--- config.mk ---
export PLATFORM = sky130hd
export DESIGN_NAME = learn_sequencer
export DESIGN_NICKNAME = d
export VERILOG_FILES = /design/src/rtl/learn_sequencer_pkg.sv /design/src/rtl/learn_sequencer_timer.sv /design/src/rtl/learn_sequencer.sv
export SDC_FILE = /design/constraint.sdc
export NUM_CORES = 1
export LEC_CHECK = 0
export CAP_MARGIN = 10
export CORE_MARGIN = 5
export CORE_UTILIZATION = 55
export DETAILED_ROUTE_END_ITERATION = 10
export PLACE_DENSITY = 0.8
export REMOVE_ABC_BUFFERS = 1
export SETUP_SLACK_MARGIN = 0.05
export SLEW_MARGIN = 20
export SYNTH_ARGS = -nofsm -noshare
export SYNTH_HDL_FRONTEND = slang
export SYNTH_SLANG_ARGS = --single-unit
--- constraint.sdc ---
create_clock -name i_clk -period 8.9 [get_ports i_clk]
set_clock_uncertainty 0.05 [all_clocks]
set_input_delay 2.225 -clock i_clk [delete_from_list [all_inputs] [get_ports i_clk]]
set_output_delay 2.225 -clock i_clk [all_outputs]
set_load 0.05 [all_outputs]
--- src/rtl/learn_sequencer_pkg.sv ---
// Shared types and constants for the learning-mode sequencer.
package learn_sequencer_pkg;

  localparam int unsigned NOTE_W    = 4;
  localparam logic [3:0]  NOTE_REST = 4'd0;
  localparam logic [4:0]  SCORE_MAX = 5'd31;

  typedef enum logic [2:0] {
    StIdle,
    StFetch,
    StLatch,
    StPrompt,
    StPlay,
    StGap,
    StDone
  } state_e;

  function automatic logic [4:0] score_inc(input logic [4:0] s);
    return (s == SCORE_MAX) ? s : s + 5'd1;
  endfunction

endpackage

--- src/rtl/learn_sequencer_timer.sv ---
// Free-running up-counter with synchronous clear and a terminal-count compare.
module learn_sequencer_timer #(
  parameter int unsigned CNT_W = 30
) (
  input  logic             i_clk,
  input  logic             i_rst_n,
  input  logic             i_clr,
  input  logic [CNT_W-1:0] i_limit,
  output logic             o_hit
);

  logic [CNT_W-1:0] r_cnt;

  always_ff @(posedge i_clk) begin
    if (!i_rst_n) begin
      r_cnt <= '0;
    end else if (i_clr) begin
      r_cnt <= '0;
    end else begin
      r_cnt <= r_cnt + CNT_W'(1);
    end
  end

  assign o_hit = (r_cnt == i_limit);

endmodule

--- src/rtl/learn_sequencer.sv ---
// Learning-mode session sequencer: prompts each song note, waits for the key,
// plays the note for its stored duration and scores first-try hits.
module learn_sequencer
  import learn_sequencer_pkg::*;
#(
  parameter int unsigned ADDR_W      = 5,
  parameter int unsigned SONG_MAX    = 25,
  parameter int unsigned DUR_W       = 26,
  parameter int unsigned GAP_CYCLES  = 50_000_000,
  parameter int unsigned TIMEOUT_CYC = 500_000_000,
  parameter int unsigned CNT_W       = 30
) (
  input  logic              i_clk,
  input  logic              i_rst_n,
  input  logic              i_start,
  input  logic              i_abort,
  input  logic [NOTE_W-1:0] i_user_input,
  output logic [ADDR_W-1:0] o_rom_addr,
  input  logic [NOTE_W-1:0] i_rom_note,
  input  logic [DUR_W-1:0]  i_rom_dur,
  output logic [NOTE_W-1:0] o_expected_note,
  output logic              o_key_on,
  output logic [NOTE_W-1:0] o_key,
  output logic [4:0]        o_score,
  output logic              o_wrong,
  output logic              o_busy,
  output logic              o_done
);

  state_e              r_state, w_state_d;
  logic [ADDR_W-1:0]   r_addr, w_addr_d;
  logic [4:0]          r_score, w_score_d;
  logic [NOTE_W-1:0]   r_note, w_note_d;
  logic [DUR_W-1:0]    r_dur, w_dur_d;
  logic                r_armed, w_armed_d;
  logic                r_first, w_first_d;
  logic                r_wrong, w_wrong_d;
  logic                r_key_on, w_key_on_d;
  logic [NOTE_W-1:0]   r_key, w_key_d;
  logic [NOTE_W-1:0]   r_exp, w_exp_d;

  logic                w_busy;
  logic                w_clr;
  logic                w_hit;
  logic [CNT_W-1:0]    w_limit;
  logic [DUR_W-1:0]    w_dur_eff;
  logic [ADDR_W:0]     w_addr_inc;
  logic                w_press;

  assign w_busy     = (r_state != StIdle) && (r_state != StDone);
  assign w_dur_eff  = (r_dur == '0) ? DUR_W'(1) : r_dur;
  assign w_addr_inc = (ADDR_W + 1)'(r_addr) + (ADDR_W + 1)'(1);
  assign w_press    = r_armed && (i_user_input != NOTE_REST);

  // Timer restarts on every state entry and rests while idle.
  assign w_clr = (w_state_d != r_state) || !w_busy;

  always_comb begin
    case (r_state)
      StPrompt: w_limit = CNT_W'(TIMEOUT_CYC - 1);
      StPlay:   w_limit = CNT_W'(w_dur_eff) - CNT_W'(1);
      StGap:    w_limit = CNT_W'(GAP_CYCLES - 1);
      default:  w_limit = '1;
    endcase
  end

  learn_sequencer_timer #(
    .CNT_W(CNT_W)
  ) u_timer (
    .i_clk  (i_clk),
    .i_rst_n(i_rst_n),
    .i_clr  (w_clr),
    .i_limit(w_limit),
    .o_hit  (w_hit)
  );

  always_comb begin
    w_state_d = r_state;
    w_addr_d  = r_addr;
    w_score_d = r_score;
    w_note_d  = r_note;
    w_dur_d   = r_dur;
    w_armed_d = r_armed;
    w_first_d = r_first;
    w_wrong_d = 1'b0;

    if (i_abort) begin
      w_state_d = StIdle;
      w_addr_d  = '0;
      w_armed_d = 1'b0;
    end else begin
      case (r_state)
        StIdle, StDone: begin
          if (i_start) begin
            w_state_d = StFetch;
            w_addr_d  = '0;
            w_score_d = '0;
          end
        end
        StFetch: w_state_d = StLatch;
        StLatch: begin
          w_note_d = i_rom_note;
          w_dur_d  = i_rom_dur;
          if (i_rom_note == NOTE_REST) begin
            w_state_d = StDone;
          end else begin
            w_state_d = StPrompt;
            w_armed_d = 1'b0;
            w_first_d = 1'b1;
          end
        end
        StPrompt: begin
          // A timeout swallows a simultaneous wrong press so wrong stays inside PROMPT.
          if (w_press && (i_user_input == r_note)) begin
            if (r_first) w_score_d = score_inc(r_score);
            w_state_d = StPlay;
          end else if (w_hit) begin
            w_state_d = StPlay;
          end else if (w_press) begin
            w_wrong_d = 1'b1;
            w_first_d = 1'b0;
            w_armed_d = 1'b0;
          end else if (i_user_input == NOTE_REST) begin
            w_armed_d = 1'b1;
          end
        end
        StPlay: begin
          if (w_hit) w_state_d = StGap;
        end
        StGap: begin
          if (w_hit) begin
            w_addr_d  = w_addr_inc[ADDR_W-1:0];
            w_state_d = (w_addr_inc == (ADDR_W + 1)'(SONG_MAX)) ? StDone : StFetch;
          end
        end
        default: w_state_d = StIdle;
      endcase
    end

    w_key_on_d = (w_state_d == StPlay);
    w_key_d    = w_key_on_d ? w_note_d : NOTE_REST;
    w_exp_d    = (w_state_d == StPrompt) ? w_note_d : NOTE_REST;
  end

  always_ff @(posedge i_clk) begin
    if (!i_rst_n) begin
      r_state  <= StIdle;
      r_addr   <= '0;
      r_score  <= '0;
      r_note   <= '0;
      r_dur    <= '0;
      r_armed  <= 1'b0;
      r_first  <= 1'b0;
      r_wrong  <= 1'b0;
      r_key_on <= 1'b0;
      r_key    <= '0;
      r_exp    <= '0;
    end else begin
      r_state  <= w_state_d;
      r_addr   <= w_addr_d;
      r_score  <= w_score_d;
      r_note   <= w_note_d;
      r_dur    <= w_dur_d;
      r_armed  <= w_armed_d;
      r_first  <= w_first_d;
      r_wrong  <= w_wrong_d;
      r_key_on <= w_key_on_d;
      r_key    <= w_key_d;
      r_exp    <= w_exp_d;
    end
  end

  assign o_rom_addr      = r_addr;
  assign o_expected_note = r_exp;
  assign o_key_on        = r_key_on;
  assign o_key           = r_key;
  assign o_score         = r_score;
  assign o_wrong         = r_wrong;
  assign o_busy          = w_busy;
  assign o_done          = (r_state == StDone);

endmodule

Yosys cells after proc, flatten, opt, wreduce, memory -nomap -nowiden:

Cells that the tools add are included.

* add/subtract/negate cells: 4
* eq/ne operators: 24
* muxes and demuxes: 32
* bitwise operators: 3
* reductions and logical operators: 25

Operator list (number)
* case mux 30 bit (3 select lines): 1
* adder 30 x 1 -> 30 bit (second input constant): 1
* == test 30 bit: 1
* subtractor 26 x 1 -> 27 bit (second input constant): 1
* logical NOT 26 bit: 1
* 2-to-1 mux 26 bit: 1
* 2-to-1 mux 5 bit: 5
* 2-to-1 mux 3 bit: 8
* case mux 5 bit (2 select lines): 2
* case mux 3 bit (6 select lines): 1
* != test 2 bit (second input constant): 8
* == test 3 bit (second input constant): 4
* AND reduction 6 bit: 2
* 2-to-1 mux 1 bit: 10
* == test 3 x 2 -> 1 bit (second input constant): 3
* logical NOT 4 bit: 2
* 2-to-1 mux 4 bit: 2
* adder 5 x 1 -> 6 bit (second input constant): 1
* == test 6 x 5 -> 1 bit (second input constant): 1
* != test 3 bit (second input constant): 2
* AND reduction 2 bit: 3
* nonzero test 2 bit: 3
* OR reduction 2 bit: 3
* adder 5 x 1 -> 5 bit (second input constant): 1
* 16 further kinds: 21

* flip-flop bits (word level): 85
* input port bits: 38
* word-level logic and storage cells: 100

Longest topological paths before layout:

* depth in word-level cells: 12
* depth in mapped cells: 18
* mapped depth without buffers: 15

Hierarchy:

From an unflattened synthesis, not the netlist that was laid out.

* cells, all modules: 617
* area total of the unflattened synthesis: 4948.5 um2

By module, submodules not included
* learn_sequencer: times used 1, cells an instance 417, area an instance 3204.3 um2
* learn_sequencer_timer: times used 1, cells an instance 200, area an instance 1744.2 um2

Least setup slack after synthesis:

Ideal clock, no wire load.

* path type: flip-flop to flip-flop
* start point: register r_dur[3]
* end point: register u_timer.r_cnt[1]
* data arrival time: 4555 ps
* setup slack: 4205 ps
* cell stages (with the launch flop): 18
* buffers on the path: 2
* clock period less this slack: 4695 ps
* cell sequence: dfxtp_1 clkbuf_1 nor3_1 nand3_1 nor3_1 nor2_1 ha_1 nor4b_1 nand4_1 or4_1 and3_1 xor2_1 or4bb_1 or4_1 nor3_2 a31oi_1 buf_6 nor4bb_2

* longest elaborated chain between the ends: 12

RTL lines
* from (decl): line learn_sequencer.sv:34 `logic [DUR_W-1:0] r_dur, w_dur_d;`
* from (signal assigned): line learn_sequencer.sv:163 `r_dur <= w_dur_d;`
* logical NOT 26 bit: line learn_sequencer.sv:51 `assign w_dur_eff = (r_dur == '0) ? DUR_W'(1) : r_dur;`
* 2-to-1 mux 26 bit *: line learn_sequencer.sv:51
* subtractor 26 x 1 -> 27 bit *: line learn_sequencer.sv:61 `StPlay: w_limit = CNT_W'(w_dur_eff) - CNT_W'(1);`
* case mux 30 bit (3 select lines) *: line learn_sequencer.sv:59 `case (r_state)`
* == test 30 bit *: line learn_sequencer_timer.sv:24 `assign o_hit = (r_cnt == i_limit);`
* 2-to-1 mux 3 bit: line learn_sequencer.sv:117 `end else if (w_hit) begin`
* 2-to-1 mux 3 bit: line learn_sequencer.sv:114 `if (w_press && (i_user_input == r_note)) begin`
* case mux 3 bit (6 select lines) *: line learn_sequencer.sv:92 `case (r_state)`
* 2-to-1 mux 3 bit *: line learn_sequencer.sv:87 `if (i_abort) begin`
* != test 3 bit *: line learn_sequencer.sv:56 `assign w_clr = (w_state_d != r_state) || !w_busy;`
* logical OR 1 bit *: line learn_sequencer.sv:56
* OR reduction 2 bit (no line) *
* to (signal assigned): line learn_sequencer_timer.sv:20 `r_cnt <= r_cnt + CNT_W'(1);`
* to (decl): line learn_sequencer_timer.sv:12 `logic [CNT_W-1:0] r_cnt;`

Mark *: on every way between the ends. The rest lies on a longest branch, timed or not.
A chain may end at the register's enable or synchronous reset.

Final worst setup path:

* start point: register r_dur[3]
* end point: register u_timer.r_cnt[9]

Same word-level chain as after synthesis.

==> run_results.csv <==
group,metric,value,unit
clocking,cts_max_path_buffers,2,
timing,period_share,63.4,%
timing,fmax,177,MHz
synthesis,mappedNetlistArea,5840,um^2
grt,grt_max_degree,41,
die,die-width,113,um
timing,period_minus_slack,5.64,ns
die,die_h,113,um
setup_path,cp-end-kind,"flip-flop",
pwr,leakage,2.25,nW
detailed_routing,ant_nets,0,
synthesis,yosysSeqAreaShare,29.1,%
synthesis,yosys-top-cells-area,"dfxtp_1, nand2_1, xnor2_1",
die,start_util,56.6,%
synthesis,synth_edf_count,0,
setup_path,critical_path_required,9.12,ns
setup_path,r2r_slack,3.26,ns
detailed_routing,drt_iter0_markers,692,
clocking,clk-insertion-delay-late,0.39,ns
min_path,hp-class,"reg2reg",
layout,multi_input_area,3890,um^2
timing,final_max_slew_viol_count,0,
detailed_routing,drtPass1Iterations,7,
timing,tightest_slew,1.00,ns
layout,ff_latch_area,1700,um^2
synthesis,synth_seq_cells,85,
placement,dp_slack,3.39,ns
detailed_routing,wl_per_cell,19.4,um
clocking,cts_htree_levels,3,
setup_path,path_class,"reg2reg",
timing,relSlewSlack,33.1,%
clocking,clk_pin_slew,0.09,ns
clocking,cts_resized,0,
die,placementRows,37,
grt,grt_overflow,0,
layout,n_fill_cell,872,
job,drv_cap,0,
synthesis,dominantRegCellSynth,"dfxtp_1",
synthesis,syn_avg_cell_area,7.66,um^2
die,coreArea,10300,um^2
placement,dp_hpwl,13600,um
timing,rsz0062_at_grt,"false",
synthesis,synthDistinctLibCells,76,
die,dieArea,12800,um^2
synthesis,yosysTopAreaCellShare,29.1,%
setup_path,worst_r2r_startpoint,"r_dur[3]",
clocking,numClockSinks,85,
detailed_routing,drcViolationCount,0,
detailed_routing,routed_wl,17900,um
grt,grt_pass1_wl,28900,um
clocking,cts_tree,"built",
synthesis,async_flop_share,0,%
clocking,root_buffer,"clkbuf_8",
clocking,post-cts-setup-buffers,0,
setup_path,cp_max_fo,30,
setup_path,arrival,5.86,ns
grt,grt_usage,27.9,%
synthesis,syn_inst,762,
layout,area_growth,13.7,%
detailed_routing,via_per_inst,6.36,
grt,antenna_found_initial,0,
pwr,peakVddDrop,88.7,uV
placement,portBuffers,59,
detailed_routing,via_count,5886,
layout,diodes,0,
timing,hold_viol_final,0,
setup_path,cp-start-kind,"flip-flop",
clocking,ctsHoldBuffers,0,
layout,nets,829,
timing,fin_setup_tns,0,ns
status,status,"finished, final reports clean",
setup_path,crit_start,"r_dur[3]",
layout,layout-drive-gt1-share,6.96,%
placement,gp_congestion,0.989,
die,pin_count,60,
timing,setup_slack,3.26,ns
synthesis,ys_warn_count,0,
timing,setup_violations,0,
min_path,hp-start,"r_armed",
pwr,power_density,118,nW/um^2
synthesis,yosys.area.top_type,"dfxtp_1",
grt,grt_pass1_vias,5572,
clocking,cts_buffers,9,
## report_power, final
part / total, mW / leakage, nW / internal [mW] / switching [mW]
combinational: 0.108 / 1.47 / 0.0456 / 0.0620
sequential: 0.385 / 0.685 / 0.382 / 0.00341
clock: 0.289 / 0.100 / 0.131 / 0.158
## synth_stat cells, types with 12 or more instances
cell        n
nor2_1     43
inv_1      12
and3_1     19
nand3_1    33
dfxtp_1    85
nor3_1     48
a21boi_0   31
nor4_1     21
clkbuf_1   42
a21oi_1    21
xor2_1     21
nand2_1   128
xnor2_1    40
nand2b_1   12
nand4_1    17
or4_1      17
## worst paths after layout
| kind | to | cells past startpoint |
|---|---|---|
| min reg2reg | r_armed | 2 |
| max reg2reg | u_timer.r_cnt[9] | 16 |
| max | u_timer.r_cnt[9] | 16 |
| min | r_armed | 2 |
## worst max-delay path: stages, from the launching register on
cell	delay, ns
dfxtp_1	0.55
nor3_1	0.14
nand3_1	0.24
nor3_1	0.11
nor2_1	0.11
ha_1	0.21
nor4b_1	0.81
nand4_1	0.38
or4_1	0.54
and3_1	0.20
xor2_1	0.15
or4bb_1	0.52
nor4_1	0.46
nand2_1	0.21
a221oi_4	0.32
buf_4	0.36
nor3_1	0.12
## cell families (layout without fill, tap and decap cells)
logic type | after synthesis | after routing | synth area share (%)
buf+inv | 66 | 94 | 4.78
xor+xnor | 61 | 61 | 9.15
fa+ha+maj | 6 | 6 | 1.29
compound gates | 130 | 130 | 16.7
mux | 8 | 8 | 1.39
flops | 85 | 85 | 29.1
simple gates | 406 | 406 | 37.6
## through the flow
stage,std cells,utilization [%],power [mW],area [um^2],hold slack (ns)
3_5_place_dp,910,62.4,0.499,6440,0.413
4_1_cts,926,64.3,0.780,6640,0.425
3_3_place_gp,910,62.4,0.498,6440,0.411
5_1_grt,926,64.3,0.807,6640,0.461
6_report,926,64.3,0.782,6640,0.427
2_1_floorplan,709,-,0.456,5610,0.397
## cells in the final DEF (no fill, tap or decap), types with 4 or more instances in the layout
master	instances
inv_1	12
nor4b_2	5
buf_4	6
nand3_1	33
a21oi_1	21
and3_1	19
nor4_1	21
nor2b_1	11
mux2i_1	7
o21ai_0	11
nor2_1	43
nand3b_1	6
nor3b_1	4
xor2_1	21
a21boi_0	31
clkdlybuf4s50_1	59
o31ai_1	11
a31oi_1	4
nand2b_1	12
or4_1	17
a211oi_1	4
nand2_1	128
o211ai_1	7
nor3_1	47
nand4_1	17
or3_1	8
clkbuf_8	9
ha_1	6
dfxtp_1	85
a311oi_1	4
xnor2_1	40
## flip-flops by register name (all words and copies together) (netlist names)
name             flops
u_timer.r_cnt       30
r_dur               26
o_rom_addr           5
o_score              5
o_expected_note      4
o_key                4
r_note               4
r_state              3
o_key_on             1
o_wrong              1
r_armed              1
r_first              1
## routing by layer
metal  GRT usage [%]  vias up  part of all wire, %
li1                -     2812                    -
met1            36.8     2755                   42
met2            45.0      277                   47
met3            4.71       42                  7.8
met4            11.9        0                  2.6
met5               0        -                    0
## area by class of cell
type	instances	area share (%)
multi-input combinational	611	58.5
sequential	85	25.6
timing repair buffer	65	9.57
tap	136	2.56
clock buffer	9	1.87
clock inverter	7	1.11
inverter	13	0.735
Power figures use the tool's default switching activity.
